===== src/rtl/nonrev_alu_pkg.sv =====
// Shared definitions for the non-reversible ALU datapath.
//   ALU_WIDTH  : default datapath width
//   DIV_CNT_W  : divider step-counter width for ALU_WIDTH
//   div_state_e: divider FSM encoding (DIV_IDLE / DIV_RUN)
package nonrev_alu_pkg;

  localparam int unsigned ALU_WIDTH = 16;
  localparam int unsigned DIV_CNT_W = $clog2(ALU_WIDTH + 1);

  typedef enum logic {
    DIV_IDLE = 1'b0,
    DIV_RUN  = 1'b1
  } div_state_e;

endpackage


===== src/rtl/div_step.sv =====
// One combinational restoring-division iteration.
// Ports:
//   r_i      : partial remainder (WIDTH+1 bits)
//   q_msb_i  : dividend/quotient shift-register msb shifted into R
//   d_i      : divisor
//   r_next_o : partial remainder after this step
//   q_bit_o  : quotient bit produced by this step (1 = subtraction kept)
import nonrev_alu_pkg::*;

module div_step #(
  parameter int unsigned WIDTH = ALU_WIDTH
) (
  input  logic [WIDTH:0]   r_i,
  input  logic             q_msb_i,
  input  logic [WIDTH-1:0] d_i,
  output logic [WIDTH:0]   r_next_o,
  output logic             q_bit_o
);

  logic [WIDTH:0] r_shift;

  always_comb begin
    r_shift  = {r_i[WIDTH-1:0], q_msb_i};
    // Compare against the full shifted value {R, q}; equivalent to testing the borrow of R'-D.
    q_bit_o  = ({r_i, q_msb_i} >= {2'b00, d_i});
    r_next_o = q_bit_o ? (r_shift - {1'b0, d_i}) : r_shift;
  end

endmodule


===== src/rtl/nonrev_divider.sv =====
// Sequential restoring unsigned divider, one quotient bit per clock.
// Ports:
//   clk, rst    : clock, asynchronous active-high reset
//   start       : request, sampled only while busy=0
//   dividend    : numerator (unsigned)
//   divisor     : denominator (unsigned)
//   quotient    : registered result
//   remainder   : registered result
//   busy        : operation in progress
//   done        : one-cycle pulse when results update
//   div_by_zero : registered flag, updated with results
// Optional macro DIV_ZERO_FAST_EN: a zero divisor completes one cycle after
// accept without entering RUN.
import nonrev_alu_pkg::*;

module nonrev_divider #(
  parameter int unsigned WIDTH = ALU_WIDTH
) (
  input  logic             clk,
  input  logic             rst,
  input  logic             start,
  input  logic [WIDTH-1:0] dividend,
  input  logic [WIDTH-1:0] divisor,
  output logic [WIDTH-1:0] quotient,
  output logic [WIDTH-1:0] remainder,
  output logic             busy,
  output logic             done,
  output logic             div_by_zero
);

  localparam int unsigned CNT_W = $clog2(WIDTH + 1);

  div_state_e       state_q, state_d;
  logic [WIDTH-1:0] q_q, q_d;
  logic [WIDTH:0]   r_q, r_d;
  logic [WIDTH-1:0] d_q, d_d;
  logic [CNT_W-1:0] cnt_q, cnt_d;
  logic             dz_q, dz_d;
  logic [WIDTH-1:0] quotient_q, quotient_d;
  logic [WIDTH-1:0] remainder_q, remainder_d;
  logic             busy_q, busy_d;
  logic             done_q, done_d;
  logic             dbz_q, dbz_d;
`ifdef DIV_ZERO_FAST_EN
  logic             zpend_q, zpend_d;
`endif

  logic [WIDTH:0]   step_r;
  logic             step_bit;

  div_step #(.WIDTH(WIDTH)) u_step (
    .r_i      (r_q),
    .q_msb_i  (q_q[WIDTH-1]),
    .d_i      (d_q),
    .r_next_o (step_r),
    .q_bit_o  (step_bit)
  );

  // Next-state and datapath control.
  always_comb begin
    state_d     = state_q;
    q_d         = q_q;
    r_d         = r_q;
    d_d         = d_q;
    cnt_d       = cnt_q;
    dz_d        = dz_q;
    quotient_d  = quotient_q;
    remainder_d = remainder_q;
    busy_d      = busy_q;
    done_d      = 1'b0;
    dbz_d       = dbz_q;
`ifdef DIV_ZERO_FAST_EN
    zpend_d     = 1'b0;
`endif

    case (state_q)
      DIV_IDLE: begin
`ifdef DIV_ZERO_FAST_EN
        // Finish a zero-divisor request accepted last cycle; q_q still holds its dividend.
        if (zpend_q) begin
          quotient_d  = '1;
          remainder_d = q_q;
          dbz_d       = 1'b1;
          done_d      = 1'b1;
        end
`endif
        if (start) begin
          q_d   = dividend;
          d_d   = divisor;
          r_d   = '0;
          cnt_d = '0;
          dz_d  = (divisor == '0);
`ifdef DIV_ZERO_FAST_EN
          if (divisor == '0) begin
            zpend_d = 1'b1;
          end else begin
            state_d = DIV_RUN;
            busy_d  = 1'b1;
          end
`else
          state_d = DIV_RUN;
          busy_d  = 1'b1;
`endif
        end
      end

      DIV_RUN: begin
        r_d   = step_r;
        q_d   = {q_q[WIDTH-2:0], step_bit};
        cnt_d = cnt_q + CNT_W'(1);
        // Last step: publish results directly from the step outputs.
        if (cnt_q == CNT_W'(WIDTH - 1)) begin
          quotient_d  = {q_q[WIDTH-2:0], step_bit};
          remainder_d = step_r[WIDTH-1:0];
          dbz_d       = dz_q;
          done_d      = 1'b1;
          busy_d      = 1'b0;
          state_d     = DIV_IDLE;
        end
      end

      default: begin
        state_d = DIV_IDLE;
        busy_d  = 1'b0;
      end
    endcase
  end

  // State and result registers.
  always_ff @(posedge clk or posedge rst) begin
    if (rst) begin
      state_q     <= DIV_IDLE;
      q_q         <= '0;
      r_q         <= '0;
      d_q         <= '0;
      cnt_q       <= '0;
      dz_q        <= 1'b0;
      quotient_q  <= '0;
      remainder_q <= '0;
      busy_q      <= 1'b0;
      done_q      <= 1'b0;
      dbz_q       <= 1'b0;
`ifdef DIV_ZERO_FAST_EN
      zpend_q     <= 1'b0;
`endif
    end else begin
      state_q     <= state_d;
      q_q         <= q_d;
      r_q         <= r_d;
      d_q         <= d_d;
      cnt_q       <= cnt_d;
      dz_q        <= dz_d;
      quotient_q  <= quotient_d;
      remainder_q <= remainder_d;
      busy_q      <= busy_d;
      done_q      <= done_d;
      dbz_q       <= dbz_d;
`ifdef DIV_ZERO_FAST_EN
      zpend_q     <= zpend_d;
`endif
    end
  end

  assign quotient    = quotient_q;
  assign remainder   = remainder_q;
  assign busy        = busy_q;
  assign done        = done_q;
  assign div_by_zero = dbz_q;

endmodule


===== config.mk =====
export PLATFORM = sky130hd
export DESIGN_NAME = nonrev_divider
export DESIGN_NICKNAME = d
export VERILOG_FILES = /design/src/rtl/nonrev_alu_pkg.sv /design/src/rtl/div_step.sv /design/src/rtl/nonrev_divider.sv
export SDC_FILE = /design/constraint.sdc
export NUM_CORES = 1
export LEC_CHECK = 0
export BUFFER_PORTS_ARGS = -buffer_cell sky130_fd_sc_hd__buf_4
export CAP_MARGIN = 10
export CORE_ASPECT_RATIO = 0.7
export CORE_MARGIN = 3
export CORE_UTILIZATION = 45
export DETAILED_ROUTE_END_ITERATION = 7
export HOLD_SLACK_MARGIN = 0.05
export PLACE_DENSITY = 0.7
export RECOVER_POWER = 50
export SKIP_LAST_GASP = 1
export SYNTH_ARGS = -nofsm -noshare
export SYNTH_HDL_FRONTEND = slang
export SYNTH_SLANG_ARGS = --single-unit

===== constraint.sdc =====
create_clock -name clk -period 3.4 [get_ports clk]
set_clock_uncertainty 0.15 [all_clocks]
set_input_delay 0.17 -clock clk [delete_from_list [all_inputs] [get_ports clk]]
set_output_delay 0.17 -clock clk [all_outputs]
set_load 0.05 [all_outputs]

# [Word level (Yosys, flattened, before mapping)]
# Index checks and enable logic that the tools add are counted.
[word_totals] output_inout_bits=35 regBits=91 inputBits=35 elab_cells=37
[op_classes] add_sub_neg=2 bitwise=1 magnitude_cmp=1 reduce_logical=4 mux=15 eq_ne=3
[ops] operator="2-to-1 mux 17 bit" n=2
[ops] operator="case mux 17 bit (2 select lines)" n=1
[ops] operator="case mux 16 bit (2 select lines)" n=1
[ops] operator=">= comparator 18 x 16 -> 1 bit" n=1
[ops] operator="subtractor 17 x 16 -> 17 bit" n=1
[ops] operator="logical NOT 16 bit" n=1
[ops] operator="2-to-1 mux 16 bit" n=1
[ops] operator="case mux 5 bit (2 select lines)" n=1
[ops] operator="2-to-1 mux 1 bit" n=6
[ops] operator="AND reduction 2 bit" n=3
[ops] operator="adder 5 x 1 -> 5 bit, second input constant" n=1
[ops] operator="== test 5 x 4 -> 1 bit, second input constant" n=1
[ops] operator="2-to-1 mux 5 bit" n=1
[ops] operator="case mux 1 bit (2 select lines)" n=2
[ops] operator="!= test 2 x 1 -> 1 bit, second input constant" n=1
[ops] operator="!= test 2 bit, second input constant" n=1
[ops] operator="inverter 1 bit" n=1

# [Depth between registers and ports, before layout]
[depth] depth_word=3 depth_mapped=11 mapped_depth_nobuf=10

# [By module]
# A second synthesis with hierarchy kept.
[unflattened] cells_unflattened=468 hier_area_um2=4911.0
[by_module_without_submodules] mod="nonrev_divider" area_each_um2=3751.1 seq_area_each_um2=2277.2 instances=1 cells_per_inst=305
[by_module_without_submodules] mod="div_step" area_each_um2=1159.9 seq_area_each_um2=0.0 instances=1 cells_per_inst=163

# [Worst setup path after synthesis]
# Ideal clock, no wire load.
[synth_path] path_type="flip-flop to flip-flop" start="register q_q[15]" end="register remainder_q[12] (netlist: remainder[12])" n_path_buf=0 setup_ns=0.125 required_ns=3.125 period_less_slack_ns=2.733 stages_incl_launch_ff=11 arrival_ns=2.458 setup_slack_ns=0.667 cell_sequence="dfrtp_1 inv_1 ha_1 inv_1 fa_1 a211oi_2 o21ai_2 a211oi_2 o21ai_2 mux2_4 mux2_4"
[synth_via] elab_chain_len=2 elab_cells_between_ends=3 classes_between="add/sub: 1; order compare: 1; mux: 1"
[synth_lines] item="start: declaration" line_no="nonrev_divider.sv:34" rtl="logic [WIDTH-1:0] q_q, q_d;"
[synth_lines] item="start signal: assignment" line_no="nonrev_divider.sv:148" rtl="q_q <= q_d;"
[synth_lines] item="subtractor 17 x 16 -> 17 bit or >= comparator 18 x 16 -> 1 bit (tied branches)" line_no="div_step.sv:26, div_step.sv:25"
[synth_lines] item="2-to-1 mux 17 bit (*)" line_no="div_step.sv:26" rtl="r_next_o = q_bit_o ? (r_shift - {1'b0, d_i}) : r_shift;"
[synth_lines] item="end signal: assignment" line_no="nonrev_divider.sv:154" rtl="remainder_q <= remainder_d;"
[synth_lines] item="end: declaration" line_no="nonrev_divider.sv:40" rtl="logic [WIDTH-1:0] remainder_q, remainder_d;"
# Mark *: on every way between the ends. The rest lies on a longest branch, timed or not.
# A chain may end at the register's enable or synchronous reset.

# [Final worst setup path]
[layout_path] start="register q_q[15]" end="register remainder_q[0] (netlist: remainder[0])"
# Same word-level chain as after synthesis.

==> reports/qor.yml <==
finish:
  num-fill-cells: 847
  final_core_util_pct: 58.7
  multi_input_area_um2: 2210
  fin_nets: 654
  antenna_cells: 0
  seqCellArea_um2: 2280
  syn_to_final_growth_pct: 23.7
  layout_commonest_cell: "nand2_1"
  drive_above_1_share_pct: 13.1
  mostFrequentLayoutCells: "nand2_1, dfrtp_1, o21ai_0"
sta:
  holdWs_ps: 139
  worst_slack_ps: 319
  worstMarginPinSlew_ps: 1710
  fmax_mhz: 325
  rsz0062_at_grt: "no"
  finalCriticalPeriod_ps: 3080
  hold_viol: 0
  setup_viol: 0
  setup_tns_ps: 0
  fin_crit_sh_pct: 90.6
  slew-limit-headroom_pct: -14.5
  slew_violations: 40
clock_network:
  cts_sinks: 91
  cts_tree: "built"
  ctsHoldBuffers: 33
  postCtsSetupRepairBufs: 0
  cts_inserted_buffers: 9
  cts_resized: 0
  clk_pin_slew_ps: 70
  clockRootBuffer: "clkbuf_16"
  htree_levels: 3
  clockBufferDepth: 2
  clk_latency_ps: 340
worst_setup_path:
  slowest_delay_ps: 440
  start_kind: "flop"
  worst-path-buf-inv: 2
  critPathTopFamily: "compound AO/OA/AOI/OAI gates"
  required_ps: 3510
  critical_path_class: "flop to flop"
  crit_arrival_ps: 3190
  cp_slowest_cell: "fa_1"
  rrSetupSlack_ps: 320
  path_cells: "inv_1, ha_1, inv_1, fa_1, a211oi_2, o21ai_2, a211oi_2, o21a_2, mux2_2, o21ai_0"
  critPathMaxFanout: 12
  r2r-end: "remainder[0]"
  rr_startpoint: "q_q[15]"
  r2r_cells: 10
  critPathCaptureType: "flop"
synth:
  yosys_warnings: 0
  seq_area_frac_synth_pct: 48.3
  syn_area_per_cell_um2: 9.40
  synth_top_area_share_pct: 48.3
  ys_types: 62
  syn_area_um2: 4720
  synth_ff_type: "dfrtp_1"
  synth_seq_cells: 91
  synth_edf_count: 0
  syn-num-nets: 556
  synthCells: 502
  synth_top_area_cell: "dfrtp_1"
  ys_async_sr_fraction_pct: 100
  yosys-top-cells-area: "dfrtp_1, nand2_1, mux2i_1"
placed_design:
  gp_congestion: 0.898
  portBuffers: 69
  post-dp-hpwl_mm: 8.37
  dp_slack_ps: 317
global_route:
  track_usage_pct: 20.9
  grt_pass1_wl_mm: 19.8
  grt_overflow: 0
  grt_max_degree: 42
  grt_pass1_vias: 3852
  antenna_found_initial: 0
drt:
  drt_wl_total_mm: 11.8
  drt_iter0_drc: 388
  dr.pass1.iters: 5
  wl_per_cell_um: 16.1
  via_count: 4003
  vias_per_cell: 5.46
  drc: 0
  detail-route-antenna-nets: 0
hold_path:
  whs_endpoint: "r_q[2]"
  hold_start: "start"
  holdPathStages: 4
  hp-class: "input port to flop"
status:
  violations: "capacitance limit, slew limit"
  status: "complete, but fails checks"
floorplanning:
  start_util_pct: 47.4
  die-area_um2: 11800
  fp-row-count: 30
  core-area_um2: 9950
  die_h_um: 91.7
  io_pins: 70
  die_w_um: 128
run:
  maxCapViolCount: 1
==> cell usage after synthesis (8+ instances only) <==
cell type / n
inv_1: 25
o21ai_0: 50
nand2_1: 121
a21oi_1: 17
nand3_1: 9
o21ai_1: 8
nor2_1: 14
mux2i_1: 26
o22ai_1: 12
ha_1: 18
dfrtp_1: 91
clkbuf_1: 16
==> cells by family after synthesis <==
family          synth area share (%)
compound gates                  17.1
xor+xnor                        1.86
fa+ha+maj                       5.20
buf+inv                         5.01
flops                           48.3
mux                             6.87
simple gates                    15.7
==> flip-flops by register name, indices dropped and copies added (netlist names) <==
signal	cells
busy	1
cnt_q	5
d_q	16
div_by_zero	1
done	1
dz_q	1
q_q	16
quotient	16
r_q	17
remainder	16
state_q	1
==> worst max path at each step <==
stage	cells past startpoint	endpoint	slack [ps]	from
3_5_place_dp	10	remainder[0]	320	q_q[15]
2_1_floorplan	10	remainder[12]	670	q_q[15]
5_1_grt	10	remainder[0]	90	q_q[15]
4_1_cts	10	remainder[0]	320	q_q[15]
6_report	10	remainder[0]	320	q_q[15]
3_3_place_gp	10	r_q[0]	510	q_q[15]
==> layout make-up <==
type	instances	share of cell area, %
Tap cell	128	2.74
Timing Repair Buffer	111	13.3
Clock buffer	10	4.10
Multi-Input combinational cell	360	37.8
Inverter	27	1.76
Clock inverter	6	1.22
Sequential cell	91	39.0
==> metrics by stage <==
| step | std cells | instance area, um^2 |
|---|---|---|
| after floorplan | 502 | 4720 |
| after global placement | 684 | 5330 |
| after detailed placement | 684 | 5330 |
| after CTS | 733 | 5970 |
| after global routing | 733 | 5840 |
| final | 733 | 5840 |
==> per-layer routing <==
layer / up-vias / track usage [%] / routed length [um]
met1: 1941 / 31.6 / 5760
li1: 1952 / - / -
met5: - / 0 / 0
met2: 96 / 30.5 / 5410
met4: 0 / 4.51 / 129
met3: 14 / 5.01 / 536
==> worst reg2reg max path: cells and delay by family, from the launching register on <==
family	cells	cell delay, ps
fa+ha+maj	2	600
buf+inv	2	140
flops	1	380
mux	1	390
compound gates	5	1340
Power is not shown: default switching activity piles up to over one toggle a cycle in this logic, so the estimate is an artifact.
